==> src/rtl/button_conditioner_if.sv <==
// Button bus shared by the conditioner and its consumer.
// Raw levels flow in; debounced level and event pulses flow out.
interface button_conditioner_if #(
    parameter int NUM_CH = 5
);
    logic [NUM_CH-1:0] noisy_in;
    logic [NUM_CH-1:0] clean_out;
    logic [NUM_CH-1:0] rise_out;
    logic [NUM_CH-1:0] fall_out;
    logic [NUM_CH-1:0] repeat_out;

    modport master (
        output noisy_in,
        input  clean_out,
        input  rise_out,
        input  fall_out,
        input  repeat_out
    );

    modport slave (
        input  noisy_in,
        output clean_out,
        output rise_out,
        output fall_out,
        output repeat_out
    );
endinterface

==> src/rtl/button_conditioner.sv <==
// Multi-channel pushbutton conditioner: sync, debounce, edge pulses
// and hold-to-repeat, one independent lane per button.
module button_conditioner #(
    parameter int                NUM_CH          = 5,
    parameter int                DEBOUNCE_CYCLES = 1000000,
    parameter int                REPEAT_DELAY    = 25000000,
    parameter int                REPEAT_PERIOD   = 6500000,
    parameter logic [NUM_CH-1:0] REPEAT_EN       = 5'b11110
) (
    input logic                 clock_in,
    input logic                 reset_in,
    button_conditioner_if.slave bus
);
    localparam int CW   = $clog2(DEBOUNCE_CYCLES + 1);
    localparam int RMAX = (REPEAT_DELAY > REPEAT_PERIOD) ?
                          REPEAT_DELAY : REPEAT_PERIOD;
    localparam int TW   = $clog2(RMAX);

    localparam logic [CW-1:0] CNT_MAX = CW'(DEBOUNCE_CYCLES);
    localparam logic [TW-1:0] DLY_END = TW'(REPEAT_DELAY - 1);
    localparam logic [TW-1:0] PER_END = TW'(REPEAT_PERIOD - 1);

    typedef enum logic [1:0] {
        IDLE,
        DELAY,
        REPEAT
    } state_e;

    for (genvar i = 0; i < NUM_CH; i++) begin : g_ch
        logic          s1_q, s2_q;
        logic          samp_q, samp_d;
        logic          clean_q, clean_d;
        logic [CW-1:0] cnt_q, cnt_d;
        logic          rise_d, fall_d, rep_d;
        logic          rise_q, fall_q, rep_q;
        state_e        state_q, state_d;
        logic [TW-1:0] tmr_q, tmr_d;

        // Any change at s2 restarts the stability count.
        always_comb begin
            samp_d  = samp_q;
            cnt_d   = cnt_q;
            clean_d = clean_q;
            if (s2_q != samp_q) begin
                samp_d = s2_q;
                cnt_d  = '0;
            end else if (cnt_q == CNT_MAX) begin
                clean_d = samp_q;
            end else begin
                cnt_d = cnt_q + 1'b1;
            end
        end

        assign rise_d = clean_d & ~clean_q;
        assign fall_d = ~clean_d & clean_q;

        always_comb begin
            state_d = state_q;
            tmr_d   = tmr_q;
            if (!clean_d) begin
                state_d = IDLE;
                tmr_d   = '0;
            end else begin
                unique case (state_q)
                    IDLE: begin
                        if (rise_d && REPEAT_EN[i]) begin
                            state_d = DELAY;
                            tmr_d   = '0;
                        end
                    end
                    DELAY: begin
                        if (tmr_q == DLY_END) begin
                            state_d = REPEAT;
                            tmr_d   = '0;
                        end else begin
                            tmr_d = tmr_q + 1'b1;
                        end
                    end
                    REPEAT: begin
                        if (tmr_q == PER_END) tmr_d = '0;
                        else tmr_d = tmr_q + 1'b1;
                    end
                    default: begin
                        state_d = IDLE;
                        tmr_d   = '0;
                    end
                endcase
            end
        end

        always_comb begin
            rep_d = 1'b0;
            if (clean_d) begin
                unique case (state_q)
                    IDLE:    rep_d = rise_d;
                    DELAY:   rep_d = (tmr_q == DLY_END);
                    REPEAT:  rep_d = (tmr_q == PER_END);
                    default: rep_d = 1'b0;
                endcase
            end
        end

        always_ff @(posedge clock_in) begin
            if (reset_in) begin
                s1_q    <= 1'b0;
                s2_q    <= 1'b0;
                samp_q  <= 1'b0;
                cnt_q   <= '0;
                clean_q <= 1'b0;
                rise_q  <= 1'b0;
                fall_q  <= 1'b0;
                rep_q   <= 1'b0;
                state_q <= IDLE;
                tmr_q   <= '0;
            end else begin
                s1_q    <= bus.noisy_in[i];
                s2_q    <= s1_q;
                samp_q  <= samp_d;
                cnt_q   <= cnt_d;
                clean_q <= clean_d;
                rise_q  <= rise_d;
                fall_q  <= fall_d;
                rep_q   <= rep_d;
                state_q <= state_d;
                tmr_q   <= tmr_d;
            end
        end

        assign bus.clean_out[i]  = clean_q;
        assign bus.rise_out[i]   = rise_q;
        assign bus.fall_out[i]   = fall_q;
        assign bus.repeat_out[i] = rep_q;
    end
endmodule
==> src/flat_wrapper.sv <==
// flat-port wrapper written by rule: the top's interface ports become plain ports
module button_conditioner_flat 
#(
    parameter int                NUM_CH          = 5,
    parameter int                DEBOUNCE_CYCLES = 1000000,
    parameter int                REPEAT_DELAY    = 25000000,
    parameter int                REPEAT_PERIOD   = 6500000,
    parameter logic [NUM_CH-1:0] REPEAT_EN       = 5'b11110
)
  (clock_in, reset_in, bus_noisy_in, bus_clean_out, bus_rise_out, bus_fall_out, bus_repeat_out);
  button_conditioner_if #(.NUM_CH(NUM_CH)) bus_i ();
  input logic clock_in;
  input logic reset_in;
  input wire logic [$bits(bus_i.noisy_in)-1:0] bus_noisy_in;
  output wire logic [$bits(bus_i.clean_out)-1:0] bus_clean_out;
  output wire logic [$bits(bus_i.rise_out)-1:0] bus_rise_out;
  output wire logic [$bits(bus_i.fall_out)-1:0] bus_fall_out;
  output wire logic [$bits(bus_i.repeat_out)-1:0] bus_repeat_out;
  assign bus_i.noisy_in = bus_noisy_in;
  assign bus_clean_out = bus_i.clean_out;
  assign bus_rise_out = bus_i.rise_out;
  assign bus_fall_out = bus_i.fall_out;
  assign bus_repeat_out = bus_i.repeat_out;
  button_conditioner #(.NUM_CH(NUM_CH), .DEBOUNCE_CYCLES(DEBOUNCE_CYCLES), .REPEAT_DELAY(REPEAT_DELAY), .REPEAT_PERIOD(REPEAT_PERIOD), .REPEAT_EN(REPEAT_EN)) u_core (.clock_in(clock_in), .reset_in(reset_in), .bus(bus_i));
endmodule
==> config.mk <==
export PLATFORM = sky130hd
export DESIGN_NAME = button_conditioner_flat
export DESIGN_NICKNAME = d
export VERILOG_FILES = /design/src/rtl/button_conditioner_if.sv /design/src/rtl/button_conditioner.sv /design/src/flat_wrapper.sv
export SDC_FILE = /design/constraint.sdc
export NUM_CORES = 1
export LEC_CHECK = 0
export BUFFER_PORTS_ARGS = -buffer_cell sky130_fd_sc_hd__buf_2
export CAP_MARGIN = 30
export CORE_ASPECT_RATIO = 1.2
export CORE_UTILIZATION = 30
export DETAILED_ROUTE_END_ITERATION = 7
export GPL_TIMING_DRIVEN = 0
export PLACE_DENSITY = 0.54
export REMOVE_ABC_BUFFERS = 1
export SLEW_MARGIN = 10
export SYNTH_ARGS = -nofsm -noshare
export SYNTH_HDL_FRONTEND = slang
export SYNTH_SLANG_ARGS = --single-unit
==> constraint.sdc <==
create_clock -name clock_in -period 3.2 [get_ports clock_in]
set_clock_uncertainty 0.15 [all_clocks]
set_input_delay 0.48 -clock clock_in [delete_from_list [all_inputs] [get_ports clock_in]]
set_output_delay 0.48 -clock clock_in [all_outputs]
set_load 0.01 [all_outputs]
After elaboration in Yosys (flattened, before gate mapping)
Cells that the tools add are included.
Word-level totals
  bits of input ports: 7
  register bits after elaboration: 270
Cells by class
  equality and inequality tests: 39
  muxes and demuxes: 48
  reductions and logical operators: 21
  add/sub/neg operators: 10
  bitwise logic cells: 25
Operator list (count)
  25-bit case mux with 3 select lines: 5
  25-bit two-way mux: 14
  25-bit by 1-bit adder with 25-bit output, second input constant: 5
  25-bit by 23-bit equality test with 1-bit output, second input constant: 5
  25-bit equality test, second input constant: 5
  20-bit by 1-bit adder with 20-bit output, second input constant: 5
  20-bit equality test, second input constant: 5
  2-bit case mux with 3 select lines: 4
  2-bit OR reduction: 11
  2-bit two-way mux: 9
  2-bit by 1-bit != test with 1-bit output, second input constant: 9
  1-bit inverter: 15
  1-bit case mux with 3 select lines: 5
  3-bit AND reduction: 4
  1-bit AND: 10
  2-bit by 1-bit equality test with 1-bit output, second input constant: 5
  2-bit equality test, second input constant: 5
  2-bit logical NOT: 5
  1-bit two-way mux: 10
  1-bit != test: 5
  2-bit case mux with 2 select lines: 1
  2-bit AND reduction: 1

Longest topological paths before layout
  depth in word-level cells: 6
  mapped depth: 12
  mapped depth without buffers: 9

Least setup slack after synthesis
No wires, ideal clock.
  kind: register to register
  start point: reg u_core.g_ch[1].tmr_q[0]
  end point: reg u_core.g_ch[1].tmr_q[2]
  cell stages (with the launch flop): 9
  data required time: 2924 ps
  path buffers: 1
  period minus slack after synthesis: 2491 ps
  arrival: 2215 ps
  path slack: 709 ps
  setup time: 126 ps
  cell sequence: dfxtp_1 > ha_1 > or4b_1 > or4_1 > nor4_2 > o22ai_2 > buf_2 > a21oi_1 > o32ai_1
On the way
  word-level cells in the longest chain between the ends: 3
  elaborated cells on any way between the ends: 6
RTL lines
  from (decl): line button_conditioner.sv:37  | logic [TW-1:0] tmr_q, tmr_d;
  from (signal assigned): line button_conditioner.sv:125  | tmr_q <= tmr_d;
  25-bit by 1-bit adder with 25-bit output, or another cell as far along: line button_conditioner.sv:76, button_conditioner.sv:81
  25-bit two-way mux (on tied branches): line button_conditioner.sv:80, button_conditioner.sv:72
  25-bit case mux with 3 select lines *: line button_conditioner.sv:64  | unique case (state_q)
Every way passes the cells marked *; elsewhere a longest branch is shown, timed or not.
A chain may end at the register's enable or synchronous reset.

Worst setup path in the final report
  start point: reg u_core.g_ch[3].tmr_q[15]
  end point: reg u_core.g_ch[3].tmr_q[16]
On the way
  word-level cells in the longest chain between the ends: 3
  elaborated cells on any way between the ends: 6
RTL lines (line)
  from (decl): button_conditioner.sv:37
  from (signal assigned): button_conditioner.sv:125
  25-bit by 1-bit adder with 25-bit output, or another cell as far along: button_conditioner.sv:76, button_conditioner.sv:81
  25-bit two-way mux (on tied branches): button_conditioner.sv:80, button_conditioner.sv:72
  25-bit case mux with 3 select lines *: button_conditioner.sv:64
Marked as above.

==> results by group <==
Worst setup path
  – Slowest CP cell: o21ai_2
  – Worst endpoint required time: 3.47 ns
  – Crit path launch type: flop
  – Critical Path AT: 3.17 ns
  – CP max stage delay: 0.51 ns
  – Cell Chain, Critical Path: nor4_1 -> nand4_1 -> o31ai_1 -> a21oi_1 -> buf_6 -> o21ai_2 -> nor2_1
  – Capturing element type of the critical path: flop
  – Crit path max fanout: 15
  – Kind of critical path: flop to flop

Clock network
  – Longest Clk Path Bufs: 3
  – Worst-Skew Late Latency: 0.55 ns
  – Clk Tree Root Cell: clkbuf_16
  – Clk sinks: 243
  – Clock buffer count from CTS: 28
  – TritonCTS clock tree: built
  – # H-tree levels: 1
  – Clock Pin Slew Worst Setup and Hold Paths: 0.06 ns

Routing
  – Vias/cell: 4.87
  – Iteration-0 DRC Markers: 543
  – WL final: 25100 um
  – DRC: 0
  – Routed length per instance: 12.8 um
  – Vias post-DR: 9552
  – Post-route ant nets: 0
  – Drt first pass iters: 5

Yosys
  – Mux contribution to synthesized area: 0.334%
  – Number of flops mapped to enable cells by yosys: 0
  – Simple-gate portion of the synthesized area: 32.1%
  – Register bit total from synthesis: 243
  – Post-synth ARST share: 0%
  – XOR/XNOR share of the synthesized area: 10.7%
  – Synth top area share: 40.6%
  – Post-synthesis sequential area ratio: 40.6%
  – Synth area leader: dfxtp_1
  – Post-synth top cells: 243 x dfxtp_1, 200 x nor2_1, 120 x nand2_1
  – Yosys cell types: 69
  – Top_reg_cell synth: dfxtp_1
  – Post-Syn Area per Cell: 8.51 um^2
  – Post-synth design cell area: 12000 um^2
  – Compound-gate portion of the synthesized area: 8.21%
  – Adder-Cell Fraction of Synth Area: 3.55%
  – Top post-synthesis cells by area: dfxtp_1 41%, nor2_1 6.3%, xnor2_1 5.8%
  – Syn Inst Count: 1408
  – Count leader, synth: dfxtp_1
  – Largest family of logic cells by synthesized area: simple AND/OR/NAND/NOR gates
  – Synth warn: 0

Global routing
  – Initial antenna violation count: 0
  – First-pass GRT wire length: 43100 um
  – Total global routing overflow: 0
  – Number of global-route vias before repair: 9173
  – Overall routing resource usage: 12.3%
  – Largest net degree at the start of global routing: 31

Final layout
  – Layout cell share with drive strength beyond 1: 8.22%
  – Area growth syn-to-layout: 13.9%
  – Post-route cell area: 13600 um^2
  – Area of the multi-input gates: 6620 um^2
  – # nets final: 1455
  – Fill cells: 4028
  – Antenna cells: 0
  – Reg area: 4860 um^2

Power
  – Peak supply drop: 0.435 mV
  – Power Density: 489 nW/um^2
  – Static Leak: 0.00425 uW

STA
  – Max_slew headroom: 39.9%
  – # setup viols final: 0
  – Unrepaired setup endpoints after global routing: false
  – Final hold vios: 0
  – Final hold slack: 0.290 ns
  – Post-route clock period utilization: 90.7%
  – Tmin final: 2.90 ns
  – Worst Max-Slew Pin Slew: 0.901 ns
  – Maximum clock frequency: 345 MHz
  – Final Max Slew Viols: 0

Flow run
  – MaxCap Viol Count: 0

Status
  – Status: complete, no violations

Die
  – Die width: 184 um
  – Core box area: 39000 um^2
  – Row cnt: 79
  – Starting density of the core: 30.7%
  – Number of I/O pins: 27
  – Die Area: 40700 um^2
  – Die height: 221 um

Place
  – Dpl cell area: 12500 um^2
  – HPWL after DPL: 16900 um
  – IO Port Bufs: 26
  – Final GP Congestion: 0.781

Hold path
  – HP Class: flop to flop
[final cells by class]
cell class                      instances  area share, %
Multi-Input combinational cell       1053           48.5
Sequential cell                       243           35.6
Clock buffer                           37           5.82
Tap cell                              526           4.82
Timing Repair Buffer                   42           2.33
Clock inverter                         15           1.60
Inverter                               46           1.30
[cell usage in the layout (no fill, tap or decap), drive strengths merged, types with 5 or more instances in the layout]
cell type    count
nand3           89
nor3            46
and4            19
ha              34
or4b             6
a21oi           48
buf             37
nor3b            8
dlygate4sd3      5
o211ai           6
xor2            68
or3             24
nand4b           6
a31oi           15
nand2b           5
nand4           52
nor4b           28
nor4bb           6
inv             46
o31a             5
dfxtp          243
o21ai           35
nand3b           8
nor4            31
nor2b           26
nor2           200
a22oi            7
bufinv           5
clkbuf          37
clkinv           9
o41ai            5
and2             5
and3            26
xnor2           79
nand2          120
[critical path, delay by kind of cell (launching register included)]
family | cells | cell delay [ns]
simple gates | 3 | 0.64
compound gates | 3 | 1.35
buf+inv | 1 | 0.24
flops | 1 | 0.38
[worst paths after layout]
| kind | start | end | slack (ns) | depth (start not counted) |
|---|---|---|---|---|
| worst max-delay path | u_core.g_ch[3].tmr_q[15] | u_core.g_ch[3].tmr_q[16] | 0.30 | 7 |
| worst min-delay path | u_core.g_ch[0].s1_q | u_core.g_ch[0].s2_q | 0.29 | 1 |
| worst max register to register | u_core.g_ch[3].tmr_q[15] | u_core.g_ch[3].tmr_q[16] | 0.30 | 7 |
| worst min register to register | u_core.g_ch[0].s1_q | u_core.g_ch[0].s2_q | 0.29 | 1 |
[state kept, by name, indices dropped and copies added, names as in the netlist]
| signal | flops |
|---|---|
| u_core.g_ch.clean_q | 5 |
| u_core.g_ch.cnt_q | 100 |
| u_core.g_ch.fall_q | 5 |
| u_core.g_ch.rep_q | 5 |
| u_core.g_ch.rise_q | 5 |
| u_core.g_ch.s1_q | 5 |
| u_core.g_ch.s2_q | 5 |
| u_core.g_ch.samp_q | 5 |
| u_core.g_ch.state_q | 8 |
| u_core.g_ch.tmr_q | 100 |
[power by group]
part           internal [uW]  leakage (uW)  total [uW]  switching [uW]
clock                   2150      0.000501        3450            1300
sequential              3050       0.00196        3080            29.8
combinational           54.4       0.00179         151            97.0
total                   5250       0.00425        6680            1420
[cells by family (layout without fill, tap and decap cells)]
kind of cell               after synthesis  after routing
and+or+nand+nor                        719            719
DFF                                    243            243
AOI/OAI and AO/OA                      149            149
xor gates and xnor gates               147            147
buffers and inverters                  112            140
adders and majority gates               34             34
muxes                                    4              4
[per-layer routing]
layer / vias up / track usage, % / part of all wire (%)
met5: - / 0 / 0
met2: 111 / 21.2 / 48
met1: 4446 / 15.7 / 47
met3: 40 / 1.91 / 3.5
li1: 4955 / - / -
met4: 0 / 3.84 / 1.8
[per-stage QoR]
stage	TNS (ns)	std cells	total power (uW)	setup WS, ns	utilization, %
after floorplan	0	1342	3230	0.365	-
after global placement	-33.48	1894	3280	-0.740	31.8
after detailed placement	-0.670	1903	3300	-0.0591	32.1
after CTS	0	1960	6790	0.0548	34.8
after global routing	0	1962	6940	0.0478	35.0
final	0	1962	6680	0.298	35.0
[what timing repair did]
item	4_1_cts	5_1_grt
resized for setup	0	3
endpoints found under the setup margin	0	39
hold buffers	5	0
setup buffers	0	1
endpoints found under the hold margin	5	0
Power figures use the tool's default switching activity.
